**src/rtl/sram_ctrl_pkg.sv**
```systemverilog
// Shared constants, request bundle and write-mask helper for the
// 128x4096 SRAM request front-end.
package sram_ctrl_pkg;

  localparam int SRAM_ADDR_W = 12;
  localparam int SRAM_DATA_W = 128;
  localparam int SRAM_BE_W   = SRAM_DATA_W / 8;

  typedef struct packed {
    logic                   we;
    logic [SRAM_ADDR_W-1:0] addr;
    logic [SRAM_BE_W-1:0]   be;
    logic [SRAM_DATA_W-1:0] wdata;
  } sram_req_t;

  // Expands active-high byte enables into the SRAM's active-low bit mask.
  function automatic logic [SRAM_DATA_W-1:0] be2wen(input logic [SRAM_BE_W-1:0] be);
    logic [SRAM_DATA_W-1:0] wen;
    for (int i = 0; i < SRAM_DATA_W; i++) begin
      wen[i] = ~be[i/8];
    end
    return wen;
  endfunction

endpackage

```
**src/rtl/sram_rsp_fifo.sv**
```systemverilog
// Synchronous in-order FIFO holding captured read data until the
// response channel takes it.
module sram_rsp_fifo #(
  parameter int DEPTH = 2,
  parameter int WIDTH = 128,
  parameter int CNT_W = $clog2(DEPTH + 1)
) (
  input  logic             clk_i,
  input  logic             rst_i,
  input  logic             push_i,
  input  logic [WIDTH-1:0] wdata_i,
  input  logic             pop_i,
  output logic [WIDTH-1:0] rdata_o,
  output logic             full_o,
  output logic             empty_o,
  output logic [CNT_W-1:0] count_o
);

  localparam int PTR_W = (DEPTH > 1) ? $clog2(DEPTH) : 1;

  logic [WIDTH-1:0] mem_q [DEPTH];
  logic [PTR_W-1:0] wr_ptr_q, wr_ptr_d;
  logic [PTR_W-1:0] rd_ptr_q, rd_ptr_d;
  logic [CNT_W-1:0] count_q, count_d;
  logic             do_push, do_pop;

  // Pointers wrap modulo DEPTH so non power-of-two depths work too.
  function automatic logic [PTR_W-1:0] ptr_inc(input logic [PTR_W-1:0] ptr);
    if (ptr == PTR_W'(DEPTH - 1)) begin
      return '0;
    end
    return ptr + PTR_W'(1);
  endfunction

  assign full_o  = (count_q == CNT_W'(DEPTH));
  assign empty_o = (count_q == '0);
  assign count_o = count_q;
  assign rdata_o = mem_q[rd_ptr_q];

  assign do_pop  = pop_i & ~empty_o;
  assign do_push = push_i & (~full_o | do_pop);

  always_comb begin
    wr_ptr_d = do_push ? ptr_inc(wr_ptr_q) : wr_ptr_q;
    rd_ptr_d = do_pop  ? ptr_inc(rd_ptr_q) : rd_ptr_q;
    count_d  = count_q;
    case ({do_push, do_pop})
      2'b10:   count_d = count_q + CNT_W'(1);
      2'b01:   count_d = count_q - CNT_W'(1);
      default: count_d = count_q;
    endcase
  end

  always_ff @(posedge clk_i) begin
    if (rst_i) begin
      wr_ptr_q <= '0;
      rd_ptr_q <= '0;
      count_q  <= '0;
    end else begin
      wr_ptr_q <= wr_ptr_d;
      rd_ptr_q <= rd_ptr_d;
      count_q  <= count_d;
    end
  end

  always_ff @(posedge clk_i) begin
    if (do_push) begin
      mem_q[wr_ptr_q] <= wdata_i;
    end
  end

endmodule

```
**src/rtl/sram_128x4096_req_ctrl.sv**
```systemverilog
// Bus-facing request front-end for the 128x4096 single-port SRAM: drives
// the SRAM pins directly from accepted requests and queues read data.
module sram_128x4096_req_ctrl
  import sram_ctrl_pkg::*;
#(
  parameter int ADDR_W    = SRAM_ADDR_W,
  parameter int DATA_W    = SRAM_DATA_W,
  parameter int RSP_DEPTH = 2
) (
  input  logic                clk_i,
  input  logic                rst_i,
  input  logic                req_valid_i,
  output logic                req_ready_o,
  input  logic                req_we_i,
  input  logic [ADDR_W-1:0]   req_addr_i,
  input  logic [DATA_W/8-1:0] req_be_i,
  input  logic [DATA_W-1:0]   req_wdata_i,
  output logic                rsp_valid_o,
  input  logic                rsp_ready_i,
  output logic [DATA_W-1:0]   rsp_rdata_o,
  output logic                sram_cen_o,
  output logic                sram_gwen_o,
  output logic [DATA_W-1:0]   sram_wen_o,
  output logic [ADDR_W-1:0]   sram_a_o,
  output logic [DATA_W-1:0]   sram_d_o,
  input  logic [DATA_W-1:0]   sram_q_i,
  output logic                rd_pending_o
);

  localparam int CNT_W = $clog2(RSP_DEPTH + 1);
  localparam int CW    = CNT_W + 1;

  logic              rd_pending_q, rd_pending_d;
  logic [CNT_W-1:0]  fifo_count;
  logic              fifo_full, fifo_empty;
  logic              fifo_push, rsp_pop;
  logic              accept, rd_accept, wr_accept, has_credit;
  logic [CW-1:0]     slots_used, slots_avail;
  logic [DATA_W-1:0] wen_mask;

  assign rsp_pop = rsp_valid_o & rsp_ready_i;

  // A read in flight already owns a FIFO slot; a same-cycle pop frees one.
  assign slots_used  = CW'(fifo_count) + CW'(rd_pending_q);
  assign slots_avail = CW'(RSP_DEPTH) + CW'(rsp_pop);
  assign has_credit  = slots_used < slots_avail;

  assign req_ready_o = ~rst_i & (req_we_i | has_credit);
  assign accept      = req_valid_i & req_ready_o;
  assign rd_accept   = accept & ~req_we_i;
  assign wr_accept   = accept & req_we_i;

  always_comb begin
    wen_mask = '1;
    for (int i = 0; i < DATA_W; i++) begin
      wen_mask[i] = ~req_be_i[i/8];
    end
  end

  // GWEN/WEN only go active for an accepted write, so the pins sit at
  // their idle levels whenever nothing is being written.
  assign sram_cen_o  = ~(accept & (~req_we_i | (|req_be_i)));
  assign sram_gwen_o = ~wr_accept;
  assign sram_wen_o  = wr_accept ? wen_mask : '1;
  assign sram_a_o    = req_addr_i;
  assign sram_d_o    = req_wdata_i;

  assign rd_pending_d = rd_accept;
  assign rd_pending_o = rd_pending_q;

  always_ff @(posedge clk_i) begin
    if (rst_i) begin
      rd_pending_q <= 1'b0;
    end else begin
      rd_pending_q <= rd_pending_d;
    end
  end

  assign fifo_push   = rd_pending_q & (~fifo_full | rsp_pop);
  assign rsp_valid_o = ~fifo_empty;

  sram_rsp_fifo #(
    .DEPTH (RSP_DEPTH),
    .WIDTH (DATA_W),
    .CNT_W (CNT_W)
  ) u_rsp_fifo (
    .clk_i   (clk_i),
    .rst_i   (rst_i),
    .push_i  (fifo_push),
    .wdata_i (sram_q_i),
    .pop_i   (rsp_pop),
    .rdata_o (rsp_rdata_o),
    .full_o  (fifo_full),
    .empty_o (fifo_empty),
    .count_o (fifo_count)
  );

endmodule

```
**config.mk**
```make
export PLATFORM = sky130hd
export DESIGN_NAME = sram_128x4096_req_ctrl
export DESIGN_NICKNAME = d
export VERILOG_FILES = /design/src/rtl/sram_ctrl_pkg.sv /design/src/rtl/sram_rsp_fifo.sv /design/src/rtl/sram_128x4096_req_ctrl.sv
export SDC_FILE = /design/constraint.sdc
export NUM_CORES = 1
export LEC_CHECK = 0
export CAP_MARGIN = 20
export CELL_PAD_IN_SITES_DETAIL_PLACEMENT = 1
export CELL_PAD_IN_SITES_GLOBAL_PLACEMENT = 2
export CORE_AREA = 2 2 268 270
export CTS_CLUSTER_SIZE = 16
export DETAILED_ROUTE_END_ITERATION = 7
export DIE_AREA = 0 0 270 272
export GPL_ROUTABILITY_DRIVEN = 0
export PLACE_DENSITY_LB_ADDON = 0.2
export SYNTH_ARGS = -nofsm -noshare
export SYNTH_HDL_FRONTEND = slang
export SYNTH_SLANG_ARGS = --single-unit
```
**constraint.sdc**
```tcl
create_clock -name clk_i -period 12.94 [get_ports clk_i]
set_input_delay 3.235 -clock clk_i [delete_from_list [all_inputs] [get_ports clk_i]]
set_output_delay 3.235 -clock clk_i [all_outputs]
set_load 0.01 [all_outputs]
```
==> results.toml, run 1 <==
[cts]
post-cts-setup-buffers = 0
cts_tree = "built"
cts.clk_slew.worst_paths_ps = 50
root_buffer = "clkbuf_16"
post_cts.resized_instances = 0
cts_inserted_buffers = 34
max-clock-path-buffers = 3
clkLatencyLatePin_ps = 530
clock_sinks = 262
postCtsHoldBufs = 0
ctsHtreeMaxLevel = 2

[route]
vias = 6165
post_drt_via_cell_ratio = 3.30
drt-pass1-iter-count = 4
drt_iter0_markers = 148
post_drt_wl_per_cell_um = 16.9
route.detailed.drc = 0
post_detailed_route_count_of_antenna_violating_nets = 0
drt-total-wl_um = 31700

[synth]
synth.mux.area_fraction_pct = 12.5
netlist_area_um2 = 11500
post_syn_area_per_cell_um2 = 16.2
cell_with_the_most_instances_after_synthesis = "edfxtp_1"
yosys.area_share.adder_pct = 0.326
syn_nets = 1003
synth_commonest_cells = "256 x edfxtp_1, 252 x buf_4, 128 x mux2_2"
ys_seq_area_share_pct = 67.8
yosys_warnings = 0
synth_top_area_share_pct = 66.7
cell_type_with_the_largest_total_area_after_synthesis = "edfxtp_1"
synth_enable_flop_cells = 256
synth_top_family_by_area = "buffers and inverters"
synthXorXnorAreaFrac_pct = 0.304
synth_compound_gate_area_share_pct = 0.402
synth_top_cells_by_area = "edfxtp_1 67%, buf_4 16%, mux2_2 13%, dfxtp_1 1.0%, buf_2 0.69%"
synth_async_sr_flop_share_pct = 0
post_synth_num_cell_types = 24
ys_seq_elements = 262
dominant_synthesized_flop_cell = "edfxtp_1"
post_synth_inst_count = 711
synth-simple-area-share_pct = 1.43

[power]
cellLeakagePower_nw = 5.18
ir_worst_vdd_v = 0.0000593
p_per_area_nw_per_um2 = 141

[run]
maxCapViolations = 0

[critical_path]
worst-r2r-setup-slack_ps = 10290
critical_path_arrival_ps = 5590
critical_path_maximum_fanout = 17
r2r-start = "u_rsp_fifo.count_o[0]"
r2r_end = "u_rsp_fifo.mem_q[1][5]"
crit_path_end_kind = "primary output"
crit_path_frequent_cell = "clkdlybuf4s50_1"
timing.critical_path.from_type = "input pin"
crit_path_top_delay_cell = "clkdlybuf4s50_1"
timing.reg2reg.worst_path_depth = 3
worstPathRequired_ps = 9700
crit_chain = "clkdlybuf4s50_1 > nor2b_1 > and2_1 > nand2_1 > clkdlybuf4s50_1"
timing.setup.critical_path_class = "in -> out"
timing.critical_path.slowest_cell_delay_ps = 590

[layout]
layout.nets = 1187
fillerInstances = 7671
area_of_all_placed_cells_without_fillers_um2 = 16000
areaGrowthSynthToFinish_pct = 39.1
layout-drive-gt1-share_pct = 20.2

[sta]
rsz0062_at_grt = "false"
slew_headroom_pct = 35.0
report.final.slew_viol_count = 0
fraction_of_the_cycle_the_final_worst_path_needs_pct = 68.2
fin_hold_ws_ps = 508
setup-tns-final_ps = 0
final-hold-violation-count = 0
period_minus_slack_ps = 8820
max_slew.worst_pin.slew_ps = 973
skew_ps = 18.0
finalSetupViolCount = 0
fmax_mhz = 113

[global_routing]
grt_antenna_before_repair = 4
grt_use_total_pct = 8.37
grt_overflow_total = 0
grt_max_degree = 56
grt_pass1_vias = 7042
grt_pass1_wl_um = 46100

[floorplanning]
die_h_um = 272
coreArea_um2 = 70800
initial_util_pct = 16.3
pin_count = 690
fp-row-count = 98
die_area_um2 = 73400
die_width_um = 270

[worst_hold_path]
whs_endpoint = "u_rsp_fifo.rd_ptr_q"
cells_on_worst_hold_path = 2
worstHoldStart = "u_rsp_fifo.rd_ptr_q"
hold_path_class = "reg -> reg"

[placed_design]
placed_area_um2 = 14900
dpl.hpwl_um = 21600
port_buffers = 409

[run_status]
status = "complete, no violations"
metal layers:
layer | vias up | routed length [µm] | track usage [%]
met1 | 2982 | 11600 | 8.67
li1 | 2690 | - | -
met4 | 4 | 1010 | 3.29
met5 | - | 24 | 0
met2 | 413 | 15400 | 14.1
met3 | 76 | 3720 | 4.58
how the worst max path moves through the flow:
stage                      from                      to  depth (start not counted)
global placement          rst_i         sram_wen_o[126]                          5
global route              rst_i         sram_wen_o[122]                          5
CTS                       rst_i          sram_wen_o[49]                          5
detailed placement        rst_i          sram_wen_o[49]                          5
finish                    rst_i         sram_wen_o[122]                          5
floorplan           rsp_ready_i  u_rsp_fifo.mem_q[0][0]                          2
power breakdown:
group	internal [mW]	total, mW	switching, mW
registers	0.956	0.970	0.0138
clock network	0.573	0.935	0.361
logic	0.208	0.352	0.144
total	1.74	2.26	0.519
cells by family after synthesis:
| group | count (synthesis) |
|---|---|
| AO/OA/AOI/OAI | 6 |
| XOR/XNOR | 4 |
| adder cells (fa/ha/maj) | 3 |
| buffers and inverters | 273 |
| flip-flops | 262 |
| multiplexers | 128 |
| AND/OR/NAND/NOR | 35 |
sequential cells by signal (all words and copies together), names as in the netlist, named ones only:
register	cells
u_rsp_fifo.mem_q	256
u_rsp_fifo.count_o	2
rd_pending_o	1
u_rsp_fifo.rd_ptr_q	1
u_rsp_fifo.wr_ptr_q	1
worst max-delay path: cells and delay by family:
family	cells	cell delay [ps]
buffers and inverters	2	1150
AND/OR/NAND/NOR	3	1190
through the flow:
stage	instances	setup WS (ps)	total power, mW	util [%]
6_report	1871	4120	2.26	22.7
5_1_grt	1869	3960	2.37	22.7
4_1_cts	1868	4020	2.32	22.6
3_5_place_dp	1808	4040	1.35	21.1
3_3_place_gp	1808	4080	1.35	21.1
2_1_floorplan	711	3690	1.19	-
layout make-up:
cell class / count / area [µm²] / share of cell area (%)
Sequential cell: 262 / 7810 / 48.7
Timing Repair Buffer: 416 / 4160 / 25.9
Multi-Input combinational cell: 176 / 1740 / 10.9
Tap cell: 950 / 1190 / 7.41
Clock buffer: 45 / 943 / 5.88
Clock inverter: 15 / 168 / 1.05
Inverter: 5 / 18.8 / 0.117
Antenna cell: 2 / 5.00 / 0.0312
cells in the final DEF, fill, tap and decap left out, drive strengths merged, types with 2 or more instances in the layout:
cell	synthesis	final
clkdlybuf4s50	0	409
edfxtp	256	256
mux2	128	128
clkbuf	0	45
nand2	16	16
clkinv	0	11
buf	268	7
nor2	7	7
inv	5	6
dfxtp	6	6
o21ai	3	3
ha	3	3
bufinv	0	3
diode	0	2
a21oi	2	2
nor3	2	2
nor4	2	2
xor2	2	2
xnor2	2	2
Power figures use the tool's default switching activity.
==> run 2: changes to the inputs <==
--- a/config.mk
+++ b/config.mk
@@ -8,10 +8,10 @@
 export CAP_MARGIN = 20
 export CELL_PAD_IN_SITES_DETAIL_PLACEMENT = 1
 export CELL_PAD_IN_SITES_GLOBAL_PLACEMENT = 2
-export CORE_AREA = 2 2 268 270
+export CORE_AREA = 2 2 271 273
 export CTS_CLUSTER_SIZE = 16
 export DETAILED_ROUTE_END_ITERATION = 7
-export DIE_AREA = 0 0 270 272
+export DIE_AREA = 0 0 273 275
 export GPL_ROUTABILITY_DRIVEN = 0
 export PLACE_DENSITY_LB_ADDON = 0.2
 export SYNTH_ARGS = -nofsm -noshare
==> constraint.sdc (replaced) <==
create_clock -name clk_i -period 8.36 [get_ports clk_i]
set_input_delay 2.09 -clock clk_i [delete_from_list [all_inputs] [get_ports clk_i]]
set_output_delay 2.09 -clock clk_i [all_outputs]
set_load 0.01 [all_outputs]
==> results.toml, run 2 (synthesis gave the netlist of run 1 again) <==
[sta]
postLayoutSetupSlackWorst_ps = 1900
fmax_mhz = 155
finalSetupViolCount = 0
report.final.slew_viol_count = 0
skew_ps = 18.4
setup-tns-final_ps = 0
slew_headroom_pct = 41.0
max_slew.worst_pin.slew_ps = 885
fraction_of_the_cycle_the_final_worst_path_needs_pct = 77.3
rsz0062_at_grt = "false"
final-hold-violation-count = 0
period_minus_slack_ps = 6460
fin_hold_ws_ps = 516

[floorplanning]
coreArea_um2 = 72300
die_area_um2 = 75100
fp-row-count = 99
die_width_um = 273
die_h_um = 275
pin_count = 690
initial_util_pct = 15.9

[layout]
registers.top_by_ff_count = "u_rsp_fifo.mem_q"
final_util_pct = 22.0
areaGrowthSynthToFinish_pct = 38.2
fillerInstances = 7899
multi_input_comb_area_um2 = 1740
largest_register_ffs = 256
layout_common_cells = "409 x clkdlybuf4s50_1, 256 x edfxtp_1, 128 x mux2_2"
layout-drive-gt1-share_pct = 19.8
layout_commonest_cell = "clkdlybuf4s50_1"
layout.nets = 1188
seqCellArea_um2 = 7810

[power]
cellLeakagePower_nw = 5.12
p_per_area_nw_per_um2 = 212
total_power_mw = 3.37
ir_worst_vdd_v = 0.000100

[placed_design]
dpl.hpwl_um = 21400
port_buffers = 409
place_ws_ps = 1820

[cts]
max-clock-path-buffers = 3
post_cts.resized_instances = 0
cts.clk_slew.worst_paths_ps = 50
clock_sinks = 262
post-cts-setup-buffers = 0
ctsHtreeMaxLevel = 2
postCtsHoldBufs = 0
root_buffer = "clkbuf_16"
clkLatencyLatePin_ps = 530
cts_tree = "built"
cts_inserted_buffers = 34

[critical_path]
timing.reg2reg.worst_path_depth = 4
crit_path_end = "sram_wen_o[127]"
worst-r2r-setup-slack_ps = 5870
critical_path_arrival_ps = 4370
crit_path_frequent_cell = "clkdlybuf4s50_1"
timing.critical_path.slowest_cell_delay_ps = 580
crit_path_end_kind = "primary output"
timing.setup.critical_path_class = "in -> out"
r2r_end = "u_rsp_fifo.mem_q[1][11]"
worstPathRequired_ps = 6270
worstSetupStartpoint = "rst_i"
critical_path_maximum_fanout = 17
timing.critical_path.from_type = "input pin"
crit_path_top_delay_cell = "clkdlybuf4s50_1"
r2r-start = "u_rsp_fifo.count_o[0]"
crit_chain = "clkdlybuf4s50_1 > nor2b_1 > and2_1 > nand2_1 > clkdlybuf4s50_1"

[run]
maxCapViolations = 0

[global_routing]
grt_pass1_vias = 6906
grt_antenna_before_repair = 3
grt_pass1_wl_um = 44900
grt_use_total_pct = 8.13
grt_max_degree = 55
grt_overflow_total = 0

[route]
route.detailed.drc = 0
drt-total-wl_um = 32000
post_drt_via_cell_ratio = 3.26
post_detailed_route_count_of_antenna_violating_nets = 0
drt_iter0_markers = 222
post_drt_wl_per_cell_um = 17.0
drt-pass1-iter-count = 4
vias = 6120

[worst_hold_path]
hold_path_class = "reg -> reg"

[run_status]
status = "complete, no violations"
-- run 2: changes by cell type in the layout (fill, tap and decap cells not counted), sizes merged --
| cell | delta |
|---|---|
| bufinv | -3 |
| buf | +1 |
| clkinv | +3 |
| clkinvlp | +1 |
| inv | -1 |
| diode | -1 |
-- run 2: worst min-delay path by stage --
stage	to	slack, ps	cells after the start	from
2_1_floorplan	register	470	2	u_rsp_fifo.rd_ptr_q
5_1_grt	register	570	2	u_rsp_fifo.rd_ptr_q
3_3_place_gp	u_rsp_fifo.rd_ptr_q	490	2	u_rsp_fifo.rd_ptr_q
3_5_place_dp	u_rsp_fifo.rd_ptr_q	500	2	u_rsp_fifo.rd_ptr_q
6_report	u_rsp_fifo.rd_ptr_q	520	2	u_rsp_fifo.rd_ptr_q
4_1_cts	register	520	2	u_rsp_fifo.rd_ptr_q
-- run 2: per-layer routing --
layer	share of wire, %	GRT usage [%]	vias up
met5	0.13	0	-
met1	36	8.36	2950
met3	12	4.67	83
met4	3.4	3.31	6
met2	48	13.6	399
li1	-	-	2682
-- run 2: power by group --
group | switching, mW | leakage (nW) | internal (mW)
sequential | 0.0269 | 2.37 | 1.48
combinational | 0.218 | 2.27 | 0.321
clock | 0.556 | 0.483 | 0.769
-- run 2: cell type report --
cell class	instances	area share [%]
well taps	959	7.53
clock buffers	45	5.73
inverters	5	0.118
flip-flops and latches	262	49.0
multi-input cells	176	10.9
diodes	1	0.0157
repair buffers	417	26.1
clock inverters	15	0.558
-- run 2: metrics by stage --
step           area (µm²)  instances
2_1_floorplan       11500        711
3_3_place_gp        14900       1819
3_5_place_dp        14900       1819
4_1_cts             15900       1879
5_1_grt             15900       1879
6_report            15900       1880
-- run 2: critical path: cells and delay by family --
family,cells,cell delay (ps)
buf+inv,2,1130
simple gates,3,1130
==> run 3: changes to the inputs <==
--- a/config.mk
+++ b/config.mk
@@ -8,10 +8,10 @@
 export CAP_MARGIN = 20
 export CELL_PAD_IN_SITES_DETAIL_PLACEMENT = 1
 export CELL_PAD_IN_SITES_GLOBAL_PLACEMENT = 2
-export CORE_AREA = 2 2 271 273
+export CORE_AREA = 2 2 267 269
 export CTS_CLUSTER_SIZE = 16
 export DETAILED_ROUTE_END_ITERATION = 7
-export DIE_AREA = 0 0 273 275
+export DIE_AREA = 0 0 269 271
 export GPL_ROUTABILITY_DRIVEN = 0
 export PLACE_DENSITY_LB_ADDON = 0.2
 export SYNTH_ARGS = -nofsm -noshare
==> constraint.sdc (replaced) <==
create_clock -name clk_i -period 5.9 [get_ports clk_i]
set_input_delay 1.475 -clock clk_i [delete_from_list [all_inputs] [get_ports clk_i]]
set_output_delay 1.475 -clock clk_i [all_outputs]
set_load 0.01 [all_outputs]
==> results.toml, run 3 (synthesis gave the netlist of run 1 again) <==
[global_routing]
grt_overflow_total = 0
grt_pass1_vias = 6872
grt_use_total_pct = 8.23
grt_antenna_before_repair = 3
grt_max_degree = 51
grt_pass1_wl_um = 44600

[critical_path]
timing.reg2reg.worst_path_depth = 3
worstPathRequired_ps = 4430
critical_path_maximum_fanout = 4
critical_path_arrival_ps = 3720
worst-r2r-setup-slack_ps = 3670
timing.setup.critical_path_class = "in -> out"
crit_path_end_kind = "primary output"
timing.critical_path.from_type = "input pin"

[cts]
post_cts.resized_instances = 0
max-clock-path-buffers = 3
cts_inserted_buffers = 31
post-cts-setup-buffers = 0
cts_tree = "built"
clock_sinks = 262
ctsHtreeMaxLevel = 1
cts.clk_slew.worst_paths_ps = 60
clkLatencyLatePin_ps = 580
postCtsHoldBufs = 0
root_buffer = "clkbuf_16"

[sta]
report.final.slew_viol_count = 0
fmax_mhz = 193
rsz0062_at_grt = "false"
max_slew.worst_pin.slew_ps = 864
final-hold-violation-count = 0
fin_hold_ws_ps = 512
setup-tns-final_ps = 0
finalSetupViolCount = 0
slew_headroom_pct = 42.3
period_minus_slack_ps = 5190
skew_ps = 7.03
fraction_of_the_cycle_the_final_worst_path_needs_pct = 88.0

[layout]
registers.top_by_ff_count = "u_rsp_fifo.mem_q"
fillerInstances = 7514
layout.nets = 1186
layout-drive-gt1-share_pct = 20.2
largest_register_ffs = 256
areaGrowthSynthToFinish_pct = 38.5
layout_commonest_cell = "clkdlybuf4s50_1"
layout_common_cells = "409 x clkdlybuf4s50_1, 256 x edfxtp_1, 128 x mux2_2"
seqCellArea_um2 = 7810
non_filler_instance_count_after_layout = 1859
multi_input_comb_area_um2 = 1740

[floorplanning]
fp-row-count = 97
die_area_um2 = 72900
initial_util_pct = 16.5
die_width_um = 269
pin_count = 690
coreArea_um2 = 69800
die_h_um = 271

[route]
post_detailed_route_count_of_antenna_violating_nets = 0
drt-pass1-iter-count = 4
drt-total-wl_um = 31600
post_drt_wl_per_cell_um = 17.0
route.detailed.drc = 0
drt_iter0_markers = 173
post_drt_via_cell_ratio = 3.29
vias = 6125

[placed_design]
port_buffers = 409
dpl.hpwl_um = 21800
dp_cells = 1801

[run_status]
status = "complete, no violations"

[power]
cellLeakagePower_nw = 5.14
ir_worst_vdd_v = 0.000199
p_per_area_nw_per_um2 = 297

[run]
maxCapViolations = 0

[worst_hold_path]
hold_path_class = "reg -> reg"
cells_on_worst_hold_path = 2
## run 3: changes by cell type in the layout (fill, tap and decap cells not counted), moves of 2 or more
cell and change:
clkinv_1 -4, clkbuf_16 -4, clkinv_8 -2, clkbuf_8 +6
buf_4 -5, buf_12 +6
## run 3: stage by stage
| step | setup slack [ps] | util, % | instance area [µm²] | power [mW] |
|---|---|---|---|---|
| after floorplan | -1590 | - | 11500 | 2.61 |
| after global placement | 601 | 21.5 | 15000 | 2.98 |
| after detailed placement | 624 | 21.5 | 15000 | 2.98 |
| after CTS | 610 | 22.9 | 16000 | 4.87 |
| after global routing | 518 | 22.9 | 16000 | 4.98 |
| final | 705 | 22.9 | 16000 | 4.74 |
## run 3: path summary, 6_finish.rpt
kind                        from                      end
max                     req_we_i               sram_cen_o
min          u_rsp_fifo.rd_ptr_q      u_rsp_fifo.rd_ptr_q
max reg2reg         rd_pending_o  u_rsp_fifo.mem_q[0][83]
min reg2reg  u_rsp_fifo.rd_ptr_q      u_rsp_fifo.rd_ptr_q
## run 3: power by group
part / internal [mW] / switching, mW / leakage (nW) / total [mW]
logic: 0.464 / 0.316 / 2.29 / 0.780
registers: 2.10 / 0.0340 / 2.37 / 2.13
clock network: 1.08 / 0.750 / 0.474 / 1.83
## run 3: layer usage
layer / global-route usage, % / wire length, µm / vias up
met5: 0 / 46 / -
met1: 8.31 / 11100 / 2994
met2: 14.2 / 15400 / 374
met4: 3.11 / 991 / 6
met3: 4.35 / 4000 / 72
li1: - / - / 2679
## run 3: critical path, stage by stage
cell and delay (ps):
clkdlybuf4s50_1 580, or4b_1 460, nor3_1 300, nand4_1 150, nand3b_1 180, clkdlybuf4s50_1 580
## run 3: layout make-up
type,count,share of cell area (%)
Antenna cell,1,0.0157
Sequential cell,262,48.9
Clock inverter,11,0.502
Clock buffer,46,5.59
Tap cell,940,7.37
Multi-Input combinational cell,176,10.9
Inverter,5,0.118
Timing Repair Buffer,418,26.5
